`src/rtl/seg_pkg.sv`:
```
// Shared 7-segment definitions: hex glyph table (bits a..g), segment bit
// positions within the {a,b,c,d,e,f,g,dp} bus, and the scan state enum.
package seg_pkg;

    localparam int SEG_DP = 0;
    localparam int SEG_G  = 1;
    localparam int SEG_A  = 7;

    // Index = nibble value; bit 6 = a ... bit 0 = g.
    localparam logic [6:0] HEX_SEG [16] = '{
        7'h7E, 7'h30, 7'h6D, 7'h79, 7'h33, 7'h5B, 7'h5F, 7'h70,
        7'h7F, 7'h7B, 7'h77, 7'h1F, 7'h4E, 7'h3D, 7'h4F, 7'h47
    };

    typedef enum logic {
        IDLE,
        SCAN
    } scan_state_e;

endpackage

```
`src/rtl/seg_hex_decode.sv`:
```
// Combinational nibble -> {a..g,dp} pattern. blank darkens a..g only, so a
// caller can still show the decimal point on a suppressed digit.
module seg_hex_decode
    import seg_pkg::*;
(
    input  logic [3:0] nibble,
    input  logic       dp,
    input  logic       blank,
    output logic [7:0] pattern
);

    always_comb begin
        pattern = 8'h00;
        if (!blank) begin
            pattern[SEG_A:SEG_G] = HEX_SEG[nibble];
        end
        pattern[SEG_DP] = dp;
    end

endmodule

```
`src/rtl/seg_scan_mux.sv`:
```
// Time-multiplexed 7-segment scanner with frame snapshot, LZB, masks and an
// anti-ghosting gap. Define SEG_DIM_EN to add the dim port and PWM window.
module seg_scan_mux
    import seg_pkg::*;
#(
    parameter int DIGITS   = 8,
    parameter int DIV      = 1000,
    parameter int GAP      = 2,
    parameter int DIM_BITS = 3
) (
    input  logic                  seg_clock,
    input  logic                  sys_rst_n,
    input  logic [4*DIGITS-1:0]   digit_data,
    input  logic [DIGITS-1:0]     dp_mask,
    input  logic [DIGITS-1:0]     blank_mask,
    input  logic                  lzb_en,
`ifdef SEG_DIM_EN
    input  logic [DIM_BITS-1:0]   dim,
`endif
    output logic [7:0]            seg_output,
    output logic [DIGITS-1:0]     cat_output,
    output logic                  frame_start
);

    localparam int PW = (DIV > 1) ? $clog2(DIV) : 1;
    localparam int DW = (DIGITS > 1) ? $clog2(DIGITS) : 1;
    localparam logic [PW-1:0] PCNT_MAX = PW'(DIV - 1);
    localparam logic [DW-1:0] DIDX_MAX = DW'(DIGITS - 1);
`ifndef SEG_DIM_EN
    localparam int WIN_FULL = GAP + (((DIV - GAP) * (1 << DIM_BITS)) >> DIM_BITS);
`endif

    scan_state_e           state_q, state_d;
    logic [PW-1:0]         pcnt_q, pcnt_d;
    logic [DW-1:0]         didx_q, didx_d;
    logic [4*DIGITS-1:0]   data_sh_q, data_sh_d;
    logic [DIGITS-1:0]     dp_sh_q, dp_sh_d;
    logic [DIGITS-1:0]     blank_sh_q, blank_sh_d;
    logic [DIGITS-1:0]     lzb_sh_q, lzb_sh_d;
    logic [7:0]            seg_q, seg_d;
    logic [DIGITS-1:0]     cat_q, cat_d;
    logic                  fs_q, fs_d;
`ifdef SEG_DIM_EN
    logic [DIM_BITS-1:0]   dim_q, dim_d;
`endif

    logic                  slot_tick;
    logic                  snap;
    logic                  lit;
    logic                  still_zero;
    logic [DIGITS-1:0]     lzb_now;
    int                    win_end;
    logic [3:0]            cur_nib;
    logic                  cur_dp;
    logic                  cur_blank;
    logic [7:0]            cur_pat;

    assign slot_tick = (pcnt_q == PCNT_MAX);

    // Leading-zero mask from the live inputs; only latched at snapshot time.
    always_comb begin
        lzb_now    = '0;
        still_zero = lzb_en;
        for (int i = DIGITS - 1; i >= 1; i--) begin
            if (digit_data[4*i +: 4] != 4'h0) begin
                still_zero = 1'b0;
            end
            lzb_now[i] = still_zero;
        end
    end

    // Everything below is evaluated on the *next* slot/digit so that seg and
    // cat register together and never trail the scan position.
    always_comb begin
        state_d    = state_q;
        pcnt_d     = slot_tick ? '0 : pcnt_q + 1'b1;
        didx_d     = didx_q;
        data_sh_d  = data_sh_q;
        dp_sh_d    = dp_sh_q;
        blank_sh_d = blank_sh_q;
        lzb_sh_d   = lzb_sh_q;

        if (slot_tick) begin
            if (state_q == IDLE) begin
                state_d = SCAN;
                didx_d  = '0;
            end else begin
                didx_d = (didx_q == DIDX_MAX) ? '0 : didx_q + 1'b1;
            end
        end

        snap = slot_tick && (didx_d == '0);
        if (snap) begin
            data_sh_d  = digit_data;
            dp_sh_d    = dp_mask;
            blank_sh_d = blank_mask;
            lzb_sh_d   = lzb_now;
        end
    end

`ifdef SEG_DIM_EN
    always_comb begin
        dim_d   = slot_tick ? dim : dim_q;
        win_end = GAP + (((DIV - GAP) * (int'(dim_d) + 1)) >> DIM_BITS);
    end
`else
    assign win_end = WIN_FULL;
`endif

    assign cur_nib   = data_sh_d[4*didx_d +: 4];
    assign cur_dp    = dp_sh_d[didx_d] & ~blank_sh_d[didx_d];
    assign cur_blank = lzb_sh_d[didx_d] | blank_sh_d[didx_d];

    seg_hex_decode u_dec (
        .nibble  (cur_nib),
        .dp      (cur_dp),
        .blank   (cur_blank),
        .pattern (cur_pat)
    );

    always_comb begin
        lit = (state_d == SCAN) && (int'(pcnt_d) >= GAP) && (int'(pcnt_d) < win_end)
              && !blank_sh_d[didx_d];
        seg_d = (state_d == SCAN) ? cur_pat : 8'h00;
        cat_d = lit ? ~(DIGITS'(1) << didx_d) : '1;
        fs_d  = snap;
    end

    always_ff @(posedge seg_clock or negedge sys_rst_n) begin
        if (!sys_rst_n) begin
            state_q    <= IDLE;
            pcnt_q     <= '0;
            didx_q     <= '0;
            data_sh_q  <= '0;
            dp_sh_q    <= '0;
            blank_sh_q <= '0;
            lzb_sh_q   <= '0;
            seg_q      <= 8'h00;
            cat_q      <= '1;
            fs_q       <= 1'b0;
        end else begin
            state_q    <= state_d;
            pcnt_q     <= pcnt_d;
            didx_q     <= didx_d;
            data_sh_q  <= data_sh_d;
            dp_sh_q    <= dp_sh_d;
            blank_sh_q <= blank_sh_d;
            lzb_sh_q   <= lzb_sh_d;
            seg_q      <= seg_d;
            cat_q      <= cat_d;
            fs_q       <= fs_d;
        end
    end

`ifdef SEG_DIM_EN
    always_ff @(posedge seg_clock or negedge sys_rst_n) begin
        if (!sys_rst_n) begin
            dim_q <= '0;
        end else begin
            dim_q <= dim_d;
        end
    end
`endif

    assign seg_output  = seg_q;
    assign cat_output  = cat_q;
    assign frame_start = fs_q;

endmodule

```
`config.mk`:
```
export PLATFORM = sky130hd
export DESIGN_NAME = seg_scan_mux
export DESIGN_NICKNAME = d
export VERILOG_FILES = /design/src/rtl/seg_pkg.sv /design/src/rtl/seg_hex_decode.sv /design/src/rtl/seg_scan_mux.sv
export SDC_FILE = /design/constraint.sdc
export NUM_CORES = 1
export LEC_CHECK = 0
export CAP_MARGIN = 15
export CORE_MARGIN = 4
export CORE_UTILIZATION = 40
export DETAILED_ROUTE_END_ITERATION = 8
export PLACE_DENSITY = 0.61
export REMOVE_ABC_BUFFERS = 1
export SETUP_SLACK_MARGIN = 0.1
export SYNTH_ARGS = -nofsm -noshare
export SYNTH_HDL_FRONTEND = slang
export SYNTH_SLANG_ARGS = --single-unit
```
`constraint.sdc`:
```
create_clock -name seg_clock -period 4.3 [get_ports seg_clock]
set_clock_uncertainty 0.05 [all_clocks]
set_input_delay 1.29 -clock seg_clock [delete_from_list [all_inputs] [get_ports seg_clock]]
set_output_delay 1.29 -clock seg_clock [all_outputs]
set_load 0.01 [all_outputs]
```
==> impl_metrics.ini <==
[status]
outcome = complete, no violations

[setup_path]
cp.depth = 12
crit_start = didx_q[0]$_DFF_PN0_
crit_buf_inv = 2
r2r_slack_ns = 0.52
cpPeakStageDelay_ns = 0.49
crit_path_end_kind = flip-flop
worstReg2RegStart = didx_q[0]$_DFF_PN0_
crit_fanout = 17
r2r-end = seg_output[2]$_DFF_PN0_
critPathArrivalTime_ns = 4.04
crit_path_cell_trace = ha_1 > ha_1 > inv_1 > a21oi_1 > o21ai_4 > buf_4 > mux2_4 > a222oi_1 > and3_1 > a31oi_1 > a211oi_4 > o221a_1
endpoint = seg_output[2]$_DFF_PN0_
crit_required_ns = 4.56
timing.critical_path.mode_cell = ha_1
crit_path_top_delay_cell = dfrtp_1
path_delay_family = compound AO/OA/AOI/OAI gates
r2r_cells = 12
worstSetupPathType = reg -> reg
crit_path_start_kind = flip-flop

[floorplan]
die_width_um = 111
dieArea_um2 = 12400
std_cell_rows = 37
io_pins = 68
initial_core_util = 0.411
fp.coreArea_um2 = 10400
die_height_um = 111

[logic_synthesis]
synth-seq-cells = 87
synth_top_cell_area_share = 0.463
ys_seq_area_frac = 0.513
ys.warnings.count = 0
synth_cell_type_count = 62
netlist_instances = 411
netlist_area_um2 = 4270
synth_area_leaders = dfrtp_1 46%, nand2_1 9.5%, mux2_2 7.7%, dfstp_2 4.9%, mux2i_1 3.5%
synth_common_cells = 108 x nand2_1, 79 x dfrtp_1, 29 x mux2_2
synth_edf_count = 0
synth_most_common_cell = nand2_1
synth-async-reset-ratio = 1.00
synth-main-ff-cell = dfrtp_1
syn_avg_cell_area_um2 = 10.4
yosysTopAreaCell = dfrtp_1

[clocking]
root_buffer = clkbuf_8
cts_resized = 0
cts_hold_buffers = 0
htree_num_levels = 3
cts_sinks = 87
clk_pin_slew_worst_paths_ns = 0.09
tritoncts = done
cts_buffers = 9
clk_latency_ns = 0.37
clockBufferDepth = 2
cts_setup_buffers = 0

[global_route]
overflow = 0
grt_max_degree = 45
grt_pass1_vias = 3438
track_usage = 0.183
antenna_found_initial = 0
grt_pass1_wl_mm = 18.0

[route]
wl_met3_um = 619
wl_met2_mm = 4.95
detail-route-antenna-nets = 0
num_vias = 3368
drt-total-wl_mm = 10.9
top_layer_used = met4
drcViolationCount = 0
wl_met1_mm = 5.20
first_pass_iters = 5
drtIter0Drc = 263
wl_per_cell_um = 17.4
viasPerCell = 5.35

[sta]
finalCritPeriodShare = 0.879
hold_viol = 0
max_freq_mhz = 265
finalSetupViolCount = 0
drv_slew = 0
worst_slew_pin_slew_ns = 0.735
tns_ns = 0
max-slew-margin-rel = 0.505
rsz0062_at_grt = no
final.min_clock_period_ns = 3.78

[hold_path]
hold_class = reg -> reg

[final_layout]
fin_nets = 548
insertedDiodeCount = 0
fin_util = 0.516
layout.area.seq_um2 = 2190
layout-drive-gt1-share = 0.160
fill_cells = 991
synthToLayoutAreaGrowth_pct = 25.4
multi_input_area_um2 = 1960

[power]
p_seq_frac = 0.548
ir_worst_vdd_v = 0.000144
p_switching_w = 0.000346
clockPowerShare = 0.396
powerDensity_nw_per_um2 = 283
combinationalPowerShare = 0.056
switching_share = 0.229
p_int_w = 0.00117
leakage_nw = 2.34

[place]
port_buffers = 67
place_hpwl_mm = 8.06
place_congestion = 0.798

[flow_run]
drv_cap = 0
## power by group through the flow
stage,clock network (W),logic [W],registers [W]
after floorplan,0,0.0000124,0.000844
after CTS,0.000610,0.0000872,0.000829
after global routing,0.000651,0.0000938,0.000830
final,0.000598,0.0000854,0.000829
after detailed placement,0,0.0000868,0.000845
after global placement,0,0.0000863,0.000844
## cell type report
class | count | area share
clock buffers | 11 | 0.0264
well taps | 136 | 0.0318
repair buffers | 81 | 0.145
clock inverters | 5 | 0.0119
inverters | 15 | 0.0105
flip-flops and latches | 87 | 0.409
multi-input cells | 294 | 0.366
## cell usage in the layout (no fill, tap or decap), types with 3 or more instances in the layout
| cell type | count |
|---|---|
| and2_1 | 4 |
| o22ai_1 | 5 |
| nand2_1 | 108 |
| or3_1 | 3 |
| nor3_1 | 5 |
| nand3_1 | 8 |
| mux2i_1 | 15 |
| clkbuf_8 | 10 |
| nor2_1 | 15 |
| a222oi_1 | 5 |
| mux2_2 | 29 |
| nor4_1 | 5 |
| dfstp_2 | 8 |
| clkdlybuf4s50_1 | 66 |
| inv_1 | 13 |
| dfrtp_1 | 79 |
| buf_4 | 15 |
| or4_1 | 4 |
| a21oi_1 | 13 |
| ha_1 | 9 |
| a22oi_1 | 4 |
| o221a_1 | 5 |
| xor2_1 | 4 |
| o21ai_0 | 8 |
| nand2b_1 | 3 |
## cells by family (layout without fill, tap and decap cells)
group,count (synthesis),count (layout),share of synthesized area
AOI/OAI and AO/OA,66,66,0.118
xor gates and xnor gates,5,5,0.0103
adders and majority gates,9,9,0.0264
buffers and inverters,30,112,0.0284
DFF,87,87,0.513
muxes,45,45,0.115
and+or+nand+nor,169,169,0.189
## flip-flops by register name (all words and copies together), names as in the netlist
name         flops
blank_sh_q       8
cat_output       8
data_sh_q       32
didx_q           3
dp_sh_q          8
frame_start      1
lzb_sh_q         8
pcnt_q          10
seg_output       8
state_q          1
## worst min path at each step
stage                                  from                      end  slack, ns  cells after the start
detailed placement     dp_sh_q[3]$_DFF_PN0_     dp_sh_q[3]$_DFF_PN0_       0.41                      2
global placement    blank_sh_q[4]$_DFF_PN0_  blank_sh_q[4]$_DFF_PN0_       0.40                      2
finish                 dp_sh_q[3]$_DFF_PN0_     dp_sh_q[3]$_DFF_PN0_       0.43                      2
CTS                    dp_sh_q[3]$_DFF_PN0_     dp_sh_q[3]$_DFF_PN0_       0.43                      2
global route        data_sh_q[13]$_DFF_PN0_  data_sh_q[13]$_DFF_PN0_       0.46                      2
floorplan              dp_sh_q[3]$_DFF_PN0_     dp_sh_q[3]$_DFF_PN0_       0.39                      2
## worst register-to-register path, delay by kind of cell, from the launching register on
kind                       cells  cell delay [ns]
adders and majority gates      2             0.47
AOI/OAI and AO/OA              6             1.70
muxes                          1             0.34
buffers and inverters          2             0.41
and+or+nand+nor                1             0.25
DFF                            1             0.49
## stage by stage
stage / hold slack (ns) / power (W) / std cells / setup slack [ns] / instance area [um^2]
floorplan: 0.390 / 0.000857 / 396 / 0.525 / 4200
global route: 0.458 / 0.00157 / 629 / 0.228 / 5350
finish: 0.427 / 0.00151 / 629 / 0.522 / 5350
detailed placement: 0.409 / 0.000931 / 613 / 0.329 / 5140
global placement: 0.404 / 0.000931 / 613 / 0.407 / 5140
CTS: 0.430 / 0.00153 / 629 / 0.537 / 5350
## layer usage
layer,vias to the layer above,track usage
met1,1648,0.265
li1,1593,-
met2,111,0.276
met5,-,0
met4,0,0.0552
met3,16,0.0371
Power figures use the tool's default switching activity.
